`src/rtl/adder_pkg.sv`:
```
// Shared constants for the ripple-carry adder family.
package adder_pkg;

    localparam int ADDER_DEFAULT_WIDTH = 8;
    localparam int ADDER_MAX_WIDTH     = 64;

endpackage : adder_pkg

```
`src/rtl/full_adder_bit.sv`:
```
// One-bit full-adder cell: the building block of the ripple chain.
// Purely combinational; the carry out is the majority of the three inputs.
module full_adder_bit (
    input  logic a,
    input  logic b,
    input  logic cin,
    output logic s,
    output logic cout
);

    assign s    = a ^ b ^ cin;
    assign cout = (a & b) | (a & cin) | (b & cin);

endmodule : full_adder_bit

```
`src/rtl/n_bit_full_adder.sv`:
```
// Registered unsigned WIDTH-bit ripple-carry adder with carry-out.
// The combinational result of the cell chain is captured one clock later
// together with a valid flag that mirrors the sampled in_valid.
module n_bit_full_adder
    import adder_pkg::*;
#(
    parameter int WIDTH = ADDER_DEFAULT_WIDTH
) (
    input  logic             clk,
    input  logic             rst_n,
    input  logic             in_valid,
    input  logic [WIDTH-1:0] a,
    input  logic [WIDTH-1:0] b,
    output logic [WIDTH-1:0] sum,
    output logic             cout,
    output logic             out_valid
);

    // Reject unsupported widths while elaborating, before any hardware exists.
    generate
        if (WIDTH < 1 || WIDTH > ADDER_MAX_WIDTH) begin : g_width_check
            $error("n_bit_full_adder: WIDTH=%0d outside 1..%0d", WIDTH, ADDER_MAX_WIDTH);
        end
    endgenerate

    // Carry rail: w_carry[i] feeds cell i, w_carry[WIDTH] is the carry-out.
    logic [WIDTH:0]   w_carry;
    logic [WIDTH-1:0] w_sum;

    // There is no external carry-in; the chain starts from zero.
    assign w_carry[0] = 1'b0;

    for (genvar i = 0; i < WIDTH; i++) begin : g_cell
        full_adder_bit u_cell (
            .a    (a[i]),
            .b    (b[i]),
            .cin  (w_carry[i]),
            .s    (w_sum[i]),
            .cout (w_carry[i+1])
        );
    end

    logic [WIDTH-1:0] r_sum;
    logic             r_cout;
    logic             r_out_valid;

    // Output register: load the chain result on a valid beat, otherwise hold.
    always_ff @(posedge clk or negedge rst_n) begin
        if (!rst_n) begin
            r_sum       <= '0;
            r_cout      <= 1'b0;
            r_out_valid <= 1'b0;
        end else begin
            // NOTE: non-blocking assignments keep every register sampling the
            // pre-edge values, so ordering of these statements cannot matter.
            r_out_valid <= in_valid;
            // NOTE: the load is gated by in_valid rather than muxing a default,
            // so garbage or X on a/b during idle cycles never reaches r_sum.
            if (in_valid) begin
                r_sum  <= w_sum;
                r_cout <= w_carry[WIDTH];
            end
        end
    end

    assign sum       = r_sum;
    assign cout      = r_cout;
    assign out_valid = r_out_valid;

endmodule : n_bit_full_adder

```
`config.mk`:
```
export PLATFORM = sky130hd
export DESIGN_NAME = n_bit_full_adder
export DESIGN_NICKNAME = d
export VERILOG_FILES = /design/src/rtl/adder_pkg.sv /design/src/rtl/full_adder_bit.sv /design/src/rtl/n_bit_full_adder.sv
export SDC_FILE = /design/constraint.sdc
export NUM_CORES = 1
export LEC_CHECK = 0
export CAP_MARGIN = 5
export CORE_MARGIN = 4
export CORE_UTILIZATION = 35
export CTS_CLUSTER_SIZE = 25
export DETAILED_ROUTE_END_ITERATION = 6
export MAX_ROUTING_LAYER = met4
export PLACE_DENSITY = 0.77
export SLEW_MARGIN = 20
export SYNTH_ARGS = -nofsm -noshare
export SYNTH_HDL_FRONTEND = slang
export SYNTH_SLANG_ARGS = --single-unit
```
`constraint.sdc`:
```
create_clock -name clk -period 0.9 [get_ports clk]
set_input_delay 0.18 -clock clk [delete_from_list [all_inputs] [get_ports clk]]
set_output_delay 0.18 -clock clk [all_outputs]
set_load 0.05 [all_outputs]
```
==> run_results.csv, run 1 <==
group,metric,value,unit
status,outcome,"complete, but fails checks",
status,violations,"negative setup slack",
die,rows,13,
synth,synth_top_family_by_area,"adder cells",
routing,ant_nets,0,
clock_network,clockBufferDepth,2,
worst_hold_path,min_path_type,"primary input to async pin",
run,drv_cap,0,
synth,synth_compound_area_share,1.84,%
die,fp.dieArea,0.00225,mm^2
critical_path,critPathMaxStageDelay,420,ps
routing,wire_per_inst,14.6,um
finish,fin_nets,98,
pwr,vdd_drop_max,1080,uV
routing,drt_iter0_markers,0,
synth,syn-num-nets,60,
routing,routed_wl,1240,um
finish,antennaDiodeCount,0,
place,post_dp_cell_area,992,um^2
finish,syn2layout_area_growth,93.3,%
critical_path,critPathCaptureType,"flip-flop",
synth,synth_cell_types,9,
global_routing,grt_pass1_wl,2080,um
critical_path,start_kind,"primary input",
global_routing,antenna_found_initial,0,
routing,post-route-drc-count,0,
clock_network,cts_made_buffers,3,
global_routing,grt_max_degree,11,
critical_path,cpLargestDelayFamily,"adder cells",
clock_network,clock_latency,260,ps
die,initial_utilization,39.4,%
critical_path,path_buf_inv,2,
finish,finalNonFillerCells,85,
synth,ys_warn_count,0,
clock_network,cts_sinks,10,
synth,syn-cell-area,544,um^2
synth,synth_mux_area_share,18.6,%
critical_path,cpMaxStageDelayCell,"fa_1",
timing,tightest_slew,160,ps
critical_path,path_common_cell,"fa_2",
global_routing,grt_pass1_vias,476,
timing,slew_viol_final,0,
synth,yosysSeqAreaShare,46.0,%
pwr,p_leak,0.000470,uW
finish,drive_gt1_share,54.3,%
synth,synth-xor-area-share,0,%
clock_network,path_clk_slew,70,ps
place,preCtsSetupSlack,-2690,ps
clock_network,h-tree-depth,1,
critical_path,critPathKind,"primary input to flip-flop",
die,die_h,47.4,um
synth,avgSynthCellArea,16.5,um^2
timing,rsz0062_at_grt,"yes",
routing,vias_per_cell,4.56,
global_routing,grt_overflow,0,
timing,fin_ws,-2020,ps
synth,synthAdderAreaFrac,28.0,%
finish,final_util,76.1,%
place,io_buffers,28,
place,globalplace.congestion,0.696,
routing,vias,388,
routing,drt_pass1_iterations,1,
global_routing,grt_use_total,14.4,%
pwr,power.density,1910,mW/mm^2
place,placedCellCount,77,
timing,fin_crit,2920,ps
timing,final-hold-violation-count,0,
finish,final_area,0.00105,mm^2
timing,fin_skew,0,ps
clock_network,cts_tree,"yes",
critical_path,crit_chain,"buf_6 > ha_4 > fa_2 > fa_2 > fa_2 > fa_2 > fa_2 > fa_2 > inv_2 > fa_1 > a21oi_2",
timing,post-route-period-util,325,%
critical_path,cp_max_fo,1,
critical_path,crit_required,1100,ps
timing,timing.fmax,342,MHz
die,core-area,0.00138,mm^2
timing,setup_viol,18,
synth,synth_cells,33,
timing,max-slew-margin-rel,89.3,%
synth,synth-seq-cells,10,
die,ioPinCount,29,
clock_network,root_buffer,"clkbuf_4",
die,die_w,47.4,um
critical_path,critPathArrivalTime,3120,ps
synth,synth-simple-area-share,1.38,%
Yosys cell counts:
| library cell | number | area [um^2] |
|---|---|---|
| dfrtp_1 | 10 | 250 |
| fa_1 | 7 | 140 |
| mux2_4 | 6 | 90.1 |
| inv_1 | 3 | 11.3 |
| a21oi_1 | 2 | 10.0 |
| nor2_1 | 2 | 7.51 |
| buf_6 | 1 | 11.3 |
| ha_1 | 1 | 12.5 |
| mux2_2 | 1 | 11.3 |
layout make-up:
| class | instances | area (um^2) |
|---|---|---|
| clock buffer | 4 | 26.3 |
| tap | 15 | 18.8 |
| inverter | 3 | 11.3 |
| timing repair buffer | 34 | 438 |
| multi-input combinational | 19 | 307 |
| fill | 87 | 330 |
| sequential | 10 | 251 |
cell families after synthesis:
group                      Yosys count
AOI/OAI and AO/OA                    2
and+or+nand+nor                      2
adders and majority gates            8
DFF                                 10
muxes                                7
buffers and inverters                4
sequential cells by signal, summed over array words and instances, names as in the netlist:
signal / flops
sum: 8
cout: 1
out_valid: 1
per-stage QoR:
step	power (uW)	hold WS (ps)	setup TNS (ps)
4_1_cts	2010	210	-11530
2_1_floorplan	1090	-116	-10080
5_1_grt	2130	203	-11030
3_3_place_gp	1640	488	-14620
3_5_place_dp	1660	485	-14840
6_report	2010	207	-10380
layout by cell type (no fill, tap or decap), types with 2 or more instances in the layout:
cell and n:
buf_12 11, buf_4 5, buf_6 2, clkbuf_4 3, clkdlybuf4s50_1 13, dfrtp_1 9
dlygate4sd2_1 2, fa_2 6, inv_1 2, mux2_4 7, nor2_1 2
timing repair:
item	in CTS	in global routing
gates resized for setup	13	2
setup buffers	2	2
pin swaps	9	8
setup endpoints to repair	19	18
hold buffers	0	0
endpoints found under the hold margin	0	0
metal layers:
layer | wire length [um] | part of all wire [%] | global-route usage, %
met5 | 0 | 0 | -
met4 | 0 | 0 | 4.97
met3 | 110 | 8.9 | 3.76
met2 | 653 | 53 | 24.9
met1 | 476 | 38 | 15.8
final timing paths:
path / start / end / slack [ps] / cells after the start
worst max-delay path: b[0] / sum[7] / -2020 / 11
worst min-delay path: rst_n / sum[2] / 210 / 2
worst max register to register: sum[4] / sum[4] / -20 / 2
worst min register to register: sum[0] / sum[0] / 560 / 1
max in group asynchronous: rst_n / sum[0] / 540 / 2
min in group clk: a[0] / sum[0] / 250 / 3
report_power, final:
group	internal [uW]	leakage [uW]	switching, uW	total [uW]
clock network	170	0.0000150	146	316
registers	537	0.000115	99.0	636
logic	590	0.000340	469	1060
Note: power is estimated with default switching activity, not from simulation.
==> run 2, diff against run 1 <==
--- a/config.mk
+++ b/config.mk
@@ -10,6 +10,7 @@
 export CORE_UTILIZATION = 35
 export CTS_CLUSTER_SIZE = 25
 export DETAILED_ROUTE_END_ITERATION = 6
+export GPL_TIMING_DRIVEN = 0
 export MAX_ROUTING_LAYER = met4
 export PLACE_DENSITY = 0.77
 export SLEW_MARGIN = 20
==> constraint.sdc (replaced) <==
create_clock -name clk -period 0.9 [get_ports clk]
set_input_delay 0.27 -clock clk [delete_from_list [all_inputs] [get_ports clk]]
set_output_delay 0.27 -clock clk [all_outputs]
set_load 0.05 [all_outputs]
==> run 2 against run 1 <==
Net effect:
- worst hold slack improved by 100 ps
- utilization decreased by 7.5 points
- total power decreased by 6.0%
- non-clock buffer count decreased by 1
- highest routed layer unchanged
- fmax decreased by 2.8%
- clock skew unchanged
- clock-buffer cell count unchanged
- the flow still finishes with violations (negative setup slack)
==> run_results.csv, run 2 (synthesis gave the netlist of run 1 again) <==
group,metric,value,unit
timing,tightest_slew,453,ps
finish,drive_gt1_share,55.1,%
timing,timing.fmax,333,MHz
place,post_dp_cell_area,876,um^2
clock_network,cts_made_buffers,3,
global_routing,grt_max_degree,11,
finish,multi_input_comb_area,303,um^2
finish,antennaDiodeCount,0,
clock_network,path_clk_slew,70,ps
clock_network,root_buffer,"clkbuf_4",
critical_path,cp_max_fo,1,
finish,final_util,68.6,%
critical_path,crit_chain,"buf_6 > ha_4 > fa_2 > fa_2 > fa_2 > fa_2 > fa_2 > fa_2 > inv_2 > fa_1 > a21oi_1",
routing,post-route-drc-count,0,
timing,rsz0062_at_grt,"yes",
global_routing,grt_overflow,0,
finish,largest_reg_flops,8,
critical_path,timing.rr.start,"sum[3]",
critical_path,start_kind,"primary input",
pwr,combinationalPowerShare,46.6,%
timing,fin_skew,0,ps
die,fp.dieArea,0.00225,mm^2
pwr,clockPowerShare,21.5,%
pwr,p_seq_share,31.9,%
pwr,switching_share,36.5,%
status,violations,"negative setup slack",
timing,setup_viol,18,
die,core-area,0.00138,mm^2
finish,finalNonFillerCells,84,
routing,vias_per_cell,4.62,
critical_path,r2r_slack,-10,ps
finish,seq_area,251,um^2
routing,drt_iter0_markers,1,
clock_network,clockBufferDepth,2,
finish,syn2layout_area_growth,74.3,%
finish,final_area,948,um^2
place,io_buffers,28,
routing,drt_pass1_iterations,4,
critical_path,r2r_end,"sum[3]",
timing,fin_crit,3010,ps
timing,max-slew-margin-rel,69.7,%
worst_hold_path,min_path_type,"primary input to async pin",
pwr,vdd_drop_max,964,uV
die,rows,13,
critical_path,path_common_cell,"fa_2",
finish,nFillCells,110,
place,globalplace.congestion,0.665,
timing,tns,-11730,ps
die,die_w,47.4,um
clock_network,cts_sinks,10,
critical_path,reg2reg_depth,2,
run,drv_cap,0,
timing,final-hold-violation-count,0,
pwr,power_switching,691,uW
critical_path,crit_required,1090,ps
global_routing,antenna_found_initial,0,
routing,routed_wl,1240,um
global_routing,grt_pass1_wl,1900,um
finish,fin_nets,97,
pwr,power.density,1990,mW/mm^2
critical_path,critPathCaptureType,"flip-flop",
die,die_h,47.4,um
timing,fin_hold_ws,311,ps
pwr,internal-power,1200,uW
routing,vias,388,
critical_path,critPathArrivalTime,3190,ps
clock_network,clock_latency,260,ps
die,initial_utilization,39.4,%
critical_path,cpMaxStageDelayCell,"fa_1",
status,outcome,"complete, but fails checks",
pwr,p_leak,0.000432,uW
timing,slew_viol_final,0,
timing,post-route-period-util,334,%
die,ioPinCount,29,
global_routing,grt_pass1_vias,455,
routing,wire_per_inst,14.8,um
clock_network,h-tree-depth,1,
routing,ant_nets,0,
place,placedCellCount,76,
global_routing,grt_use_total,13.6,%
critical_path,critPathMaxStageDelay,400,ps
timing,fin_ws,-2110,ps
place,dp_hpwl,953,um
critical_path,critPathKind,"primary input to flip-flop",
clock_network,cts_tree,"yes",
finish,layout_common_cells,"13 x buf_6, 13 x clkdlybuf4s50_1, 9 x dfrtp_1",
run 2: cell types whose count changed in the layout (fill, tap and decap cells not counted), sizes merged:
cell         delta
dlygate4sd2     -1
buf             -1
clkbuf          +1
run 2: worst max-delay path: cells and delay by family:
kind                       cells  cell delay, ps
AOI/OAI and AO/OA              1             160
adders and majority gates      8            2600
buffers and inverters          2             160
run 2: through the flow:
stage                     worst slack (ps)  power (uW)
after floorplan                      -2180        1090
after global placement               -2730        1400
after detailed placement             -2790        1410
after CTS                            -2300        1880
after global routing                 -2130        1990
final                                -2110        1890
run 2: cell type report:
class | count | share of cell area, %
timing repair buffer | 32 | 33.4
multi-input combinational | 19 | 31.9
sequential | 10 | 26.5
clock buffer | 4 | 3.83
tap | 15 | 1.98
buffer | 1 | 1.19
inverter | 3 | 1.19
run 2: repair_timing:
item	in CTS	in global routing
hold buffers	0	0
setup endpoints to repair	19	18
pin swaps	9	8
buffers inserted	1	2
cloned	1	0
resized for setup	83	3
run 2: routing by layer:
layer  vias up  wire length (um)  GRT usage (%)
met4         0                 0           6.63
met5         -                 0              -
met1       193               437           13.4
met3         0               135           4.89
met2        19               670           23.3
li1        176                 -              -
run 2: how the worst max path moves through the flow:
stage,from,endpoint,slack [ps],cells past startpoint
after floorplan,a[0],sum[7],-2180,10
after detailed placement,a[0],sum[7],-2790,11
after global placement,a[0],sum[7],-2730,11
after CTS,b[0],sum[7],-2300,11
after global routing,b[0],sum[7],-2130,11
final,b[0],sum[7],-2110,11
run 2: power by group through the flow:
stage	clock, uW	combinational (uW)	sequential (uW)
after floorplan	0	193	896
after global placement	0	805	591
after detailed placement	0	820	591
after CTS	419	863	602
after global routing	442	932	615
final	406	881	603
==> run 3, diff against run 2 <==
--- a/config.mk
+++ b/config.mk
@@ -7,13 +7,14 @@
 export LEC_CHECK = 0
 export CAP_MARGIN = 5
 export CORE_MARGIN = 4
-export CORE_UTILIZATION = 35
+export CORE_UTILIZATION = 37
 export CTS_CLUSTER_SIZE = 25
 export DETAILED_ROUTE_END_ITERATION = 6
 export GPL_TIMING_DRIVEN = 0
 export MAX_ROUTING_LAYER = met4
-export PLACE_DENSITY = 0.77
+export PLACE_DENSITY = 0.8
 export SLEW_MARGIN = 20
 export SYNTH_ARGS = -nofsm -noshare
 export SYNTH_HDL_FRONTEND = slang
+export SYNTH_HIERARCHICAL = 1
 export SYNTH_SLANG_ARGS = --single-unit
==> run 3 against run 2 <==
Net effect:
- the flow still finishes with violations (negative setup slack)
- register-to-register slack worse by 100 ps
- die area is 2.2% lower
- utilization is 2.5 points higher
- sequential power is 3% higher
==> run_results.csv, run 3 <==
group,metric,value,unit
synth,syn-num-nets,56,
place,dp_hpwl,922,um
place,preCtsSetupSlack,-3120,ps
critical_path,critPathCaptureType,"flip-flop",
synth,synthTopCellsByArea,"dfrtp_1 45%, fa_1 29%, mux2_4 24%",
synth,yosysSeqAreaShare,44.6,%
synth,synthTopCellsByCount,"10 x dfrtp_1, 9 x mux2_4, 8 x fa_1, 1 x buf_6, 1 x conb_1",
routing,drt_pass1_iterations,1,
synth,ys_warn_count,6,
critical_path,critPathKind,"primary input to flip-flop",
place,placedCellCount,72,
synth,synth_cell_types,5,
synth,synth-simple-area-share,0,%
critical_path,critPathMaxStageDelay,410,ps
die,fp.dieArea,0.00220,mm^2
routing,drt_iter0_markers,0,
global_routing,antenna_found_initial,0,
clock_network,root_buffer,"clkbuf_4",
synth,synthAdderAreaFrac,28.6,%
timing,final-hold-violation-count,0,
timing,fin_crit,3370,ps
global_routing,grt_pass1_wl,1840,um
pwr,power.density,2080,mW/mm^2
synth,synth-edff-count,0,
place,globalplace.congestion,0.733,
synth,synth-main-ff-cell,"dfrtp_1",
critical_path,cp_max_fo,1,
clock_network,clock_latency,270,ps
synth,synth_top_area_share,44.6,%
status,violations,"negative setup slack",
die,ioPinCount,29,
clock_network,path_clk_slew,70,ps
routing,met1_length,455,um
clock_network,h-tree-depth,1,
finish,drive_gt1_share,60.3,%
die,die_w,46.9,um
finish,final_common_cell,"clkdlybuf4s50_1",
synth,synth-xor-area-share,0,%
synth,synth_cells,29,
finish,syn2layout_area_growth,73.2,%
run,drv_cap,0,
critical_path,cpMaxStageDelayCell,"fa_2",
global_routing,grt_use_total,13.6,%
global_routing,grt_max_degree,11,
routing,wl_met3,101,um
worst_hold_path,min_path_type,"primary input to flip-flop",
timing,fin_ws,-2470,ps
status,outcome,"complete, but fails checks",
synth,synth-seq-cells,10,
die,die_h,46.9,um
die,core-area,0.00137,mm^2
routing,vias_per_cell,4.65,
routing,wire_per_inst,14.6,um
finish,antennaDiodeCount,0,
clock_network,cts_made_buffers,3,
timing,timing.fmax,297,MHz
synth,avgSynthCellArea,19.3,um^2
critical_path,path_common_cell,"fa_2",
routing,post-route-drc-count,0,
finish,layout_common_cells,"13 x clkdlybuf4s50_1, 12 x buf_6, 10 x dfrtp_1",
finish,finalNonFillerCells,83,
timing,post-route-period-util,374,%
synth,synth_mux_area_share,24.1,%
die,rows,13,
finish,nFillCells,108,
clock_network,cts_sinks,10,
timing,rsz0062_at_grt,"yes",
pwr,vdd_drop_max,1090,uV
synth,synth_most_common_cell,"dfrtp_1",
routing,vias,386,
routing,ant_nets,0,
global_routing,grt_pass1_vias,413,
global_routing,grt_overflow,0,
die,initial_utilization,41.0,%
pwr,p_leak,0.000443,uW
routing,routed_wl,1220,um
timing,tns,-14310,ps
finish,fin_nets,96,
place,io_buffers,28,
critical_path,crit_chain,"buf_6 > fa_2 > fa_2 > fa_2 > fa_2 > fa_2 > fa_2 > fa_2 > fa_2 > mux2_4",
routing,top_layer,"met4",
clock_network,cts_tree,"yes",
synth,syn-cell-area,561,um^2
synth,synthArstFlopShare,100,%
timing,fin_skew,0,ps
timing,setup_viol,19,
routing,wl_met2,649,um
synth,synth_top_family_by_area,"adder cells",
finish,final_util,71.1,%
synth,synth_top_area_cell,"dfrtp_1",
timing,slew_viol_final,0,
synth,synth_compound_area_share,0,%
finish,largest_reg_flops,8,
critical_path,critPathArrivalTime,3530,ps
clock_network,clockBufferDepth,2,
critical_path,start_kind,"primary input",
critical_path,crit_required,1060,ps
## run 3: repair_timing
item | CTS | global route
resized for setup | 82 | 0
buffers inserted | 3 | 3
hold buffers | 0 | 0
pin swaps | 8 | 8
setup endpoints to repair | 19 | 19
gates cloned | 1 | 0
hold endpoints to repair | 0 | 0
## run 3: worst paths after layout
kind                       cells past startpoint      from  slack [ps]   endpoint
setup / recovery                              10      b[0]       -2470     sum[7]
hold reg to reg                                1    sum[7]         550     sum[7]
max in group asynchronous                      1     rst_n         300  out_valid
min in group asynchronous                      1     rst_n         300     sum[5]
hold / removal                                 1  in_valid         290  out_valid
setup reg to reg                               3    sum[1]        -110     sum[1]
## run 3: layout make-up
type / count / area [um^2] / area share [%]
clock buffer: 4 / 36.3 / 3.74
tap: 15 / 18.8 / 1.93
sequential: 10 / 250 / 25.8
buffer: 1 / 11.3 / 1.16
multi-input combinational: 18 / 319 / 32.9
timing repair buffer: 35 / 335 / 34.5
## run 3: power by group
group	switching (uW)	total (uW)	internal, uW
Clock	176	422	246
Sequential	74.2	619	545
Combinational	501	982	481
Total	751	2020	1270
## run 3: per-stage QoR
| step | hold slack [ps] | area [um^2] | total power, uW |
|---|---|---|---|
| detailed placement | 493 | 880 | 1500 |
| finish | 292 | 971 | 2020 |
| global placement | 491 | 880 | 1490 |
| global route | 292 | 971 | 2140 |
| floorplan | -25.6 | 581 | 1160 |
| CTS | 289 | 948 | 2010 |
## run 3: cell families after synthesis
family,after synthesis
adder cells (fa/ha/maj),8
buffers and inverters,1
flip-flops,10
multiplexers,9
other,1
## run 3: per-layer routing
metal / up-vias / track usage [%]
met2: 17 / 21.4
met4: 0 / 8.29
met3: 2 / 4.60
met1: 194 / 14.6
met5: - / -
li1: 173 / -
## run 3: worst max-delay path, delay by kind of cell
family	cells	cell delay [ps]
buf+inv	1	90
mux	1	260
fa+ha+maj	8	2910
